File: src/rtl/dec_pipe.sv
// Purpose: RV32I decode stage with register file, in-flight rd scoreboard and hazard stall.
// Latency: one cycle from acceptance to valid_o; all outputs registered.
// Backpressure: instr_ready_o drops combinationally on a RAW hazard; flush_i overrides stall.
// Optional feature macro: DEC_BYPASS_EN forwards wb_data_i to operands in the same cycle.
// Ports: clk/rst_n; instr_i/instr_addr_i/instr_valid_i/instr_ready_o upstream handshake;
//        flush_i kill; wb_rd_i/wb_data_i writeback; decoded outputs valid_o..illegal_o.
module dec_pipe #(
    parameter int NREG     = 32,
    parameter int SB_DEPTH = 2
) (
    input  logic        clk,
    input  logic        rst_n,
    input  logic [31:0] instr_i,
    input  logic [31:0] instr_addr_i,
    input  logic        instr_valid_i,
    output logic        instr_ready_o,
    input  logic        flush_i,
    input  logic [4:0]  wb_rd_i,
    input  logic [31:0] wb_data_i,
    output logic        valid_o,
    output logic [10:0] opcode_o,
    output logic [31:0] rs1_data_o,
    output logic [31:0] rs2_data_o,
    output logic [31:0] imm_o,
    output logic [4:0]  rd_o,
    output logic [31:0] instr_addr_o,
    output logic [4:0]  shamt_o,
    output logic        illegal_o
);

    localparam int AW = (NREG == 16) ? 4 : 5;
    localparam logic [5:0] NREG6 = 6'(NREG);

    localparam logic [6:0] OP_LUI    = 7'b0110111;
    localparam logic [6:0] OP_AUIPC  = 7'b0010111;
    localparam logic [6:0] OP_JAL    = 7'b1101111;
    localparam logic [6:0] OP_JALR   = 7'b1100111;
    localparam logic [6:0] OP_BRANCH = 7'b1100011;
    localparam logic [6:0] OP_LOAD   = 7'b0000011;
    localparam logic [6:0] OP_STORE  = 7'b0100011;
    localparam logic [6:0] OP_IMM    = 7'b0010011;
    localparam logic [6:0] OP_OP     = 7'b0110011;

    function automatic logic in_rng(input logic [4:0] r);
        return ({1'b0, r} < NREG6);
    endfunction

    logic [31:0] rf_q [NREG];
    logic [4:0]  sb_q [SB_DEPTH];

    logic [6:0]  op;
    logic [2:0]  f3;
    logic [4:0]  rd, rs1, rs2;
    logic        rd_use, rs1_use, rs2_use;
    logic [31:0] imm;
    logic [31:0] rs1_val, rs2_val;
    logic        hit1, hit2, hazard, stall, accept, illegal;
    logic [4:0]  sb_in;

    assign op  = instr_i[6:0];
    assign f3  = instr_i[14:12];
    assign rd  = instr_i[11:7];
    assign rs1 = instr_i[19:15];
    assign rs2 = instr_i[24:20];

    // Register usage and immediate per major opcode; FENCE/SYSTEM/unknown use nothing.
    always_comb begin
        rd_use  = 1'b0;
        rs1_use = 1'b0;
        rs2_use = 1'b0;
        imm     = '0;
        case (op)
            OP_LUI, OP_AUIPC: begin
                rd_use = 1'b1;
                imm    = {instr_i[31:12], 12'b0};
            end
            OP_JAL: begin
                rd_use = 1'b1;
                imm    = {{12{instr_i[31]}}, instr_i[19:12], instr_i[20], instr_i[30:21], 1'b0};
            end
            OP_JALR, OP_LOAD, OP_IMM: begin
                rd_use  = 1'b1;
                rs1_use = 1'b1;
                imm     = {{20{instr_i[31]}}, instr_i[31:20]};
            end
            OP_BRANCH: begin
                rs1_use = 1'b1;
                rs2_use = 1'b1;
                imm     = {{20{instr_i[31]}}, instr_i[7], instr_i[30:25], instr_i[11:8], 1'b0};
            end
            OP_STORE: begin
                rs1_use = 1'b1;
                rs2_use = 1'b1;
                imm     = {{20{instr_i[31]}}, instr_i[31:25], instr_i[11:7]};
            end
            OP_OP: begin
                rd_use  = 1'b1;
                rs1_use = 1'b1;
                rs2_use = 1'b1;
            end
            default: ;
        endcase
    end

    // Operand read; out-of-range and x0 read as zero.
    always_comb begin
        rs1_val = '0;
        rs2_val = '0;
        if (rs1_use && rs1 != 5'd0 && in_rng(rs1)) rs1_val = rf_q[rs1[AW-1:0]];
        if (rs2_use && rs2 != 5'd0 && in_rng(rs2)) rs2_val = rf_q[rs2[AW-1:0]];
`ifdef DEC_BYPASS_EN
        if (rs1_use && rs1 != 5'd0 && in_rng(rs1) && rs1 == wb_rd_i) rs1_val = wb_data_i;
        if (rs2_use && rs2 != 5'd0 && in_rng(rs2) && rs2 == wb_rd_i) rs2_val = wb_data_i;
`endif
    end

    // RAW check against every in-flight rd; without forwarding the pending
    // writeback is also a hazard because the file updates only at the edge.
    always_comb begin
        hit1 = 1'b0;
        hit2 = 1'b0;
        for (int i = 0; i < SB_DEPTH; i++) begin
            if (sb_q[i] == rs1) hit1 = 1'b1;
            if (sb_q[i] == rs2) hit2 = 1'b1;
        end
`ifndef DEC_BYPASS_EN
        if (wb_rd_i == rs1) hit1 = 1'b1;
        if (wb_rd_i == rs2) hit2 = 1'b1;
`endif
    end

    assign hazard  = (rs1_use && rs1 != 5'd0 && hit1) || (rs2_use && rs2 != 5'd0 && hit2);
    assign stall   = instr_valid_i && !flush_i && hazard;
    assign accept  = instr_valid_i && !flush_i && !hazard;
    assign illegal = (rd_use && !in_rng(rd)) || (rs1_use && !in_rng(rs1)) || (rs2_use && !in_rng(rs2));
    assign sb_in   = (accept && rd_use) ? rd : 5'd0;

    assign instr_ready_o = !stall;

    always_ff @(posedge clk or negedge rst_n) begin
        if (!rst_n) begin
            for (int i = 0; i < NREG; i++) rf_q[i] <= '0;
            for (int i = 0; i < SB_DEPTH; i++) sb_q[i] <= '0;
        end else begin
            if (wb_rd_i != 5'd0 && in_rng(wb_rd_i)) rf_q[wb_rd_i[AW-1:0]] <= wb_data_i;
            sb_q[0] <= sb_in;
            for (int i = 1; i < SB_DEPTH; i++) sb_q[i] <= sb_q[i-1];
        end
    end

    logic        valid_d, valid_q, illegal_d, illegal_q;
    logic [10:0] opcode_d, opcode_q;
    logic [31:0] rs1_d, rs1_q, rs2_d, rs2_q, imm_d, imm_q, addr_d, addr_q;
    logic [4:0]  rd_d, rd_q, shamt_d, shamt_q;

    // Bubbles (stall, flush, no input) drive every output field to zero.
    always_comb begin
        valid_d   = 1'b0;
        opcode_d  = '0;
        rs1_d     = '0;
        rs2_d     = '0;
        imm_d     = '0;
        rd_d      = '0;
        addr_d    = '0;
        shamt_d   = '0;
        illegal_d = 1'b0;
        if (accept) begin
            valid_d   = 1'b1;
            opcode_d  = {(instr_i[31:25] != 7'd0), f3, op};
            rs1_d     = rs1_val;
            rs2_d     = rs2_val;
            imm_d     = imm;
            rd_d      = rd_use ? rd : 5'd0;
            addr_d    = instr_addr_i;
            shamt_d   = (op == OP_IMM && (f3 == 3'b001 || f3 == 3'b101)) ? instr_i[24:20] : 5'd0;
            illegal_d = illegal;
        end
    end

    always_ff @(posedge clk or negedge rst_n) begin
        if (!rst_n) begin
            valid_q   <= 1'b0;
            opcode_q  <= '0;
            rs1_q     <= '0;
            rs2_q     <= '0;
            imm_q     <= '0;
            rd_q      <= '0;
            addr_q    <= '0;
            shamt_q   <= '0;
            illegal_q <= 1'b0;
        end else begin
            valid_q   <= valid_d;
            opcode_q  <= opcode_d;
            rs1_q     <= rs1_d;
            rs2_q     <= rs2_d;
            imm_q     <= imm_d;
            rd_q      <= rd_d;
            addr_q    <= addr_d;
            shamt_q   <= shamt_d;
            illegal_q <= illegal_d;
        end
    end

    assign valid_o      = valid_q;
    assign opcode_o     = opcode_q;
    assign rs1_data_o   = rs1_q;
    assign rs2_data_o   = rs2_q;
    assign imm_o        = imm_q;
    assign rd_o         = rd_q;
    assign instr_addr_o = addr_q;
    assign shamt_o      = shamt_q;
    assign illegal_o    = illegal_q;

endmodule

File: config.mk
export PLATFORM = sky130hd
export DESIGN_NAME = dec_pipe
export DESIGN_NICKNAME = d
export VERILOG_FILES = /design/src/rtl/dec_pipe.sv
export SDC_FILE = /design/constraint.sdc
export NUM_CORES = 2
export LEC_CHECK = 0
export BUFFER_PORTS_ARGS = -buffer_cell sky130_fd_sc_hd__buf_2
export CORE_MARGIN = 4
export CORE_UTILIZATION = 60
export CTS_CLUSTER_DIAMETER = 40
export DETAILED_ROUTE_END_ITERATION = 10
export HOLD_SLACK_MARGIN = 0.08
export PLACE_DENSITY_LB_ADDON = 0.12
export SLEW_MARGIN = 20
export SYNTH_ARGS = -nofsm -noshare
export SYNTH_HDL_FRONTEND = slang
export SYNTH_SLANG_ARGS = --single-unit
File: constraint.sdc
create_clock -name clk -period 3.4 [get_ports clk]
set_input_delay 0.17 -clock clk [delete_from_list [all_inputs] [get_ports clk]]
set_output_delay 0.17 -clock clk [all_outputs]
set_load 0.03 [all_outputs]
Yosys cells after proc, flatten, opt, wreduce, memory -nomap -nowiden
Index checks and enable logic that the tools add are counted.

Bits of input ports: 105. Word-level logic and storage cells: 122. Register bits: 1184.

Multiplexer cells: 32. Reductions and logical operators: 24. Equal/unequal tests: 17. Bitwise gates (word level): 3. Magnitude comparators: 4.

Operator list (number): $bwmux W1024 (1); $mux W32 (11); $bmux W32 S5 (2); $demux W32 S5 (1); $pmux W32 S5 (1); $eq A5 B5 Y1 (6); $mux W5 (5); $eq A7 B6 Y1 const B (3); $eq A7 B7 Y1 const B (3); $ge A6 B6 Y1 const B (3); $not A5 Y6 (3); $reduce_bool A5 Y1 (3); $eq A7 B5 Y1 const B (2); $mux W11 (1); $logic_and A1 B1 Y1 (10); $mux W1 (10); $eq A7 B2 Y1 const B (1); $reduce_bool A7 Y1 (1); $reduce_or A7 Y1 (1); $lt A6 B1 Y1 const B (1); $reduce_or A3 Y1 (2); $reduce_or A6 Y1 (1); $eq A3 B1 Y1 const B (1); $eq A3 B3 Y1 const B (1); other kinds (3) (6).

Depth between registers and ports, before layout
Depth after elaboration: 10. Mapped depth: 9. Gate-level depth less buffers: 5.

Least setup slack after synthesis
Ideal clock, no wire load.

Kind: input to output. From: input instr_i[24]. To: output instr_ready_o. Buffers on the path: 3. Cell stages on the path: 7. Setup slack: 1.253 ns. Arrival: 1.977 ns. Required time: 3.230 ns. Path through: clkbuf_1 -> or4_1 -> o2111ai_2 -> a31oi_2 -> buf_2 -> buf_2 -> o21bai_1.

Word-level cells in the longest chain between the ends: 8.

RTL lines: start, declared (line 13) `input logic [31:0] instr_i,`; $eq A5 B5 Y1 (line 124) `if (sb_q[i] == rs2) hit2 = 1'b1;`; $mux W1 (2 in series) (line 124); $mux W1 (line 128) `if (wb_rd_i == rs2) hit2 = 1'b1;`; $logic_and A1 B1 Y1 * (line 132) `assign hazard = (rs1_use && rs1 != 5'd0 && hit1) || (rs2_use && rs2 != 5'd0 && hit2);`; $logic_or A1 B1 Y1 * (line 132); $logic_and A1 B1 Y1 * (line 133) `assign stall = instr_valid_i && !flush_i && hazard;`; $logic_not A1 Y1 * (line 138) `assign instr_ready_o = !stall;`; end, declared (line 16) `output logic instr_ready_o,`.

Every way passes the cells marked *; elsewhere a longest branch is shown, timed or not.

Final worst setup path
From: input instr_i[23]. To: output instr_ready_o.

Same word-level chain as after synthesis.

==> impl_results.md <==
- CP cell instances: dlygate4sd3_1, buf_4, xor2_1, nor3_1, nand3_1, a31oi_4, o21bai_1, buf_2
- Synth Area in XOR/XNOR: 0.439%
- DR vias: 38,888
- Cell Pwr Density: 636 nW/um2
- Hold slack: 0.157 ns
- Vias per inst: 7.14
- Fin. max-slew vios: 0
- Status: complete, no violations
- Placed cells: 5,050
- Synthesized Nets: 3,902
- Worst hold path depth: 3
- Synth Area in Compound Gates: 1.43%
- I/O Buffers: 255
- Worst slew pin tran: 1.15 ns
- Final setup vio count: 0
- DRT antenna net count: 0
- Drt initial violations: 4,096
- Worst vdd ir: 0.000509 V
- CP Class: in2out
- CTS tree: done
- Clk buf depth: 3
- Setup TNS: 0 ns
- FF-to-FF setup slack: 0.62 ns
- Total track usage: 36.1%
- Adder-Cell Fraction of Synth Area: 0%
- Top FF cell, synth: dfrtp_1
- Fin crit period: 2.92 ns
- DR pass1 iterations: 8
- Cell row count: 115
- Core area: 98,700 um2
- Max-cap violation count: 0
- Mux contribution to synthesized area: 42.4%
- Data arrival, critical path: 2.75 ns
- Initial Utilization: 60.7%
- Root Driver: clkbuf_16
- Reg power frac: 43.2%
- Syn-to-layout area delta: 15.8%
- Total grt overflow: 0
- HPWL after DPL: 106,000 um
- Max incr delay on CP: 0.65 ns
- Crit path depth: 8
- Cells after Synth: 3,797
- Switching share of power: 26.6%
- Drt total wl: 184,000 um
- Chip height: 324 um
- Cell Count, Final, Fillers Out: 5,449
- Die width: 324 um
- Initial antenna violation count: 12
- RSZ-0062 raised after global routing: no
- Fmax: 342 MHz
- Hold_sp: instr_i[15]
- Largest family of logic cells by synthesized area: multiplexers
- # DRC: 0
- Slowest cell on the critical path: buf_4
- Insertion delay to the later sink of the worst-skew pair: 0.76 ns
- Layout cells sized above 1: 55.7%
- TritonCTS Buffers: 154
- Combinational power share: 19.5%
- Die ar.: 105,000 um2
- Overall power: 44,100 uW
- Worst-path clk slew: 0.05 ns
- Worst R2R Start: sb_q[6]
- RR Endpoint: imm_o[11]
- CTS Sinks: 1,184
- Unique masters post-synth: 54
- Final Hold Viols: 0
- Place WS: 0.712 ns
- Clock share of power: 37.4%
- Placer Congestion: 0.894
- Number of global-route vias before repair: 41,080
- EDFF count, synth: 0
- Cell family with most CP delay: buffers and inverters
- # H-tree levels: 4
- Part of the Yosys area used for sequential elements: 49.5%
- Skew final: 0.0234 ns
- Hold crit path type: in2reg
- Wire per inst: 33.8 um
- Synthesized flop and latch total: 1,184
- PnR worst setup slack: 0.479 ns
- Max-slew headroom: 23.4%
- # nets final: 4,132
- Mapped Area: 59,900 um2
- Int Power: 32,400 uW
- Synth Area in Simple Gates: 2.75%
- CP Buf/Inv Count: 3
- First-pass GRT wire length: 275,000 um
- Worst r2r path cells: 7
- Crit path required time: 3.23 ns
- Net Switching: 11,700 uW
- Leak Pwr: 0.0297 uW
- Synth warn: 0
- WHS Endpoint: imm_o[15]
- Post-CTS Setup Inserts: 0
- CP endpoint kind: primary output
- Ys async rst share: 100%
- Largest net degree at the start of global routing: 139
- Startpoint Class: primary input
- I/O pin cnt: 257
- Max FO, Critical Path: 29
- Syn Area/Cell: 15.8 um2
- Fin crit share: 85.9%
[cell type report]
cell class | count | area, um2
sequential | 1184 | 29600
fill | 6298 | 29400
multi-input combinational | 2118 | 28400
clock buffer | 197 | 4320
timing repair buffer | 525 | 4300
tap | 1287 | 1610
clock inverter | 85 | 918
inverter | 44 | 165
antenna | 9 | 22.5
[worst max-delay path by stage]
stage | start | end | slack, ns
floorplan | instr_i[24] | instr_ready_o | 1.25
global placement | instr_i[23] | rs2_data_o[12] | 0.69
detailed placement | instr_i[15] | rs1_data_o[11] | 0.71
CTS | sb_q[6] | instr_ready_o | 0.49
global route | instr_i[23] | instr_ready_o | 0.30
finish | instr_i[23] | instr_ready_o | 0.48
[layer usage]
metal  GRT usage, %  part of all wire [%]  wire (um)
met5              0                 0.023         43
met4           14.7                   4.3       7990
met3           9.89                    10      18500
met2           56.2                    47      87400
met1           49.0                    38      70300
[cells in the final DEF, fill, tap and decap left out, drive strengths merged, types with 3 or more instances in the layout]
cell	count
clkbuf	197
nand3	27
nand3b	3
bufinv	13
xor2	22
a21oi	39
mux4	598
nand2b	5
mux2i	73
o22ai	15
a31oi	3
nor3b	3
dlygate4sd3	107
inv	63
or3	4
a22oi	47
o21ai	15
and3	9
and2	3
nand2	30
clkinv	38
nor3	67
dfrtp	1184
mux2	993
nor2b	5
or4	4
nor2	26
buf	418
xnor2	8
nor4	97
clkinvlp	15
diode	9
[kinds of logic after synthesis]
| kind of cell | after synthesis |
|---|---|
| simple gates | 291 |
| flops | 1184 |
| compound gates | 132 |
| mux | 1664 |
| other cells | 1 |
| xor+xnor | 30 |
| buf+inv | 495 |
[synthesized netlist by cell type (all sizes together) (30+ instances only)]
cell,instances,share of area (%)
nand2,30,0.19
a21oi,39,0.33
buf,199,1.6
clkbuf,252,1.6
mux2,993,19
nor3,67,0.56
nor4,97,1.1
a22oi,47,0.59
inv,44,0.28
dfrtp,1184,49
mux4,598,22
mux2i,73,1.2
[worst reg2reg max path, delay by kind of cell (launching register included)]
family                 cells  cell delay (ns)
flip-flops                 1             0.44
buffers and inverters      2             0.87
AO/OA/AOI/OAI              3             1.12
XOR/XNOR                   1             0.21
AND/OR/NAND/NOR            1             0.08
[timing repair]
item / 4_1_cts / 5_1_grt
resized for setup: 0 / 0
hold buffers: 108 / 0
endpoints found under the setup margin: 0 / 0
hold endpoints to repair: 1501 / 0
[power by group through the flow]
| stage | sequential [uW] | clock, uW | combinational [uW] |
|---|---|---|---|
| 3_5_place_dp | 19100 | 0 | 8440 |
| 4_1_cts | 18900 | 16600 | 8600 |
| 6_report | 19000 | 16500 | 8600 |
| 5_1_grt | 19300 | 17300 | 9170 |
| 2_1_floorplan | 18400 | 0 | 6570 |
| 3_3_place_gp | 18800 | 0 | 8120 |
[per-stage QoR]
stage	util, %	area (um2)
final	70.2	69300
after global placement	63.8	63000
after detailed placement	63.8	63000
after floorplan	-	59900
after CTS	70.2	69300
after global routing	70.2	69300
[sequential cells by signal, summed over array words and instances (netlist names)]
register      cells
imm_o            32
instr_addr_o     32
opcode_o         11
rd_o              5
rf_q           1024
rs1_data_o       32
rs2_data_o       32
sb_q             10
shamt_o           5
valid_o           1
Note: power is estimated with default switching activity, not from simulation.
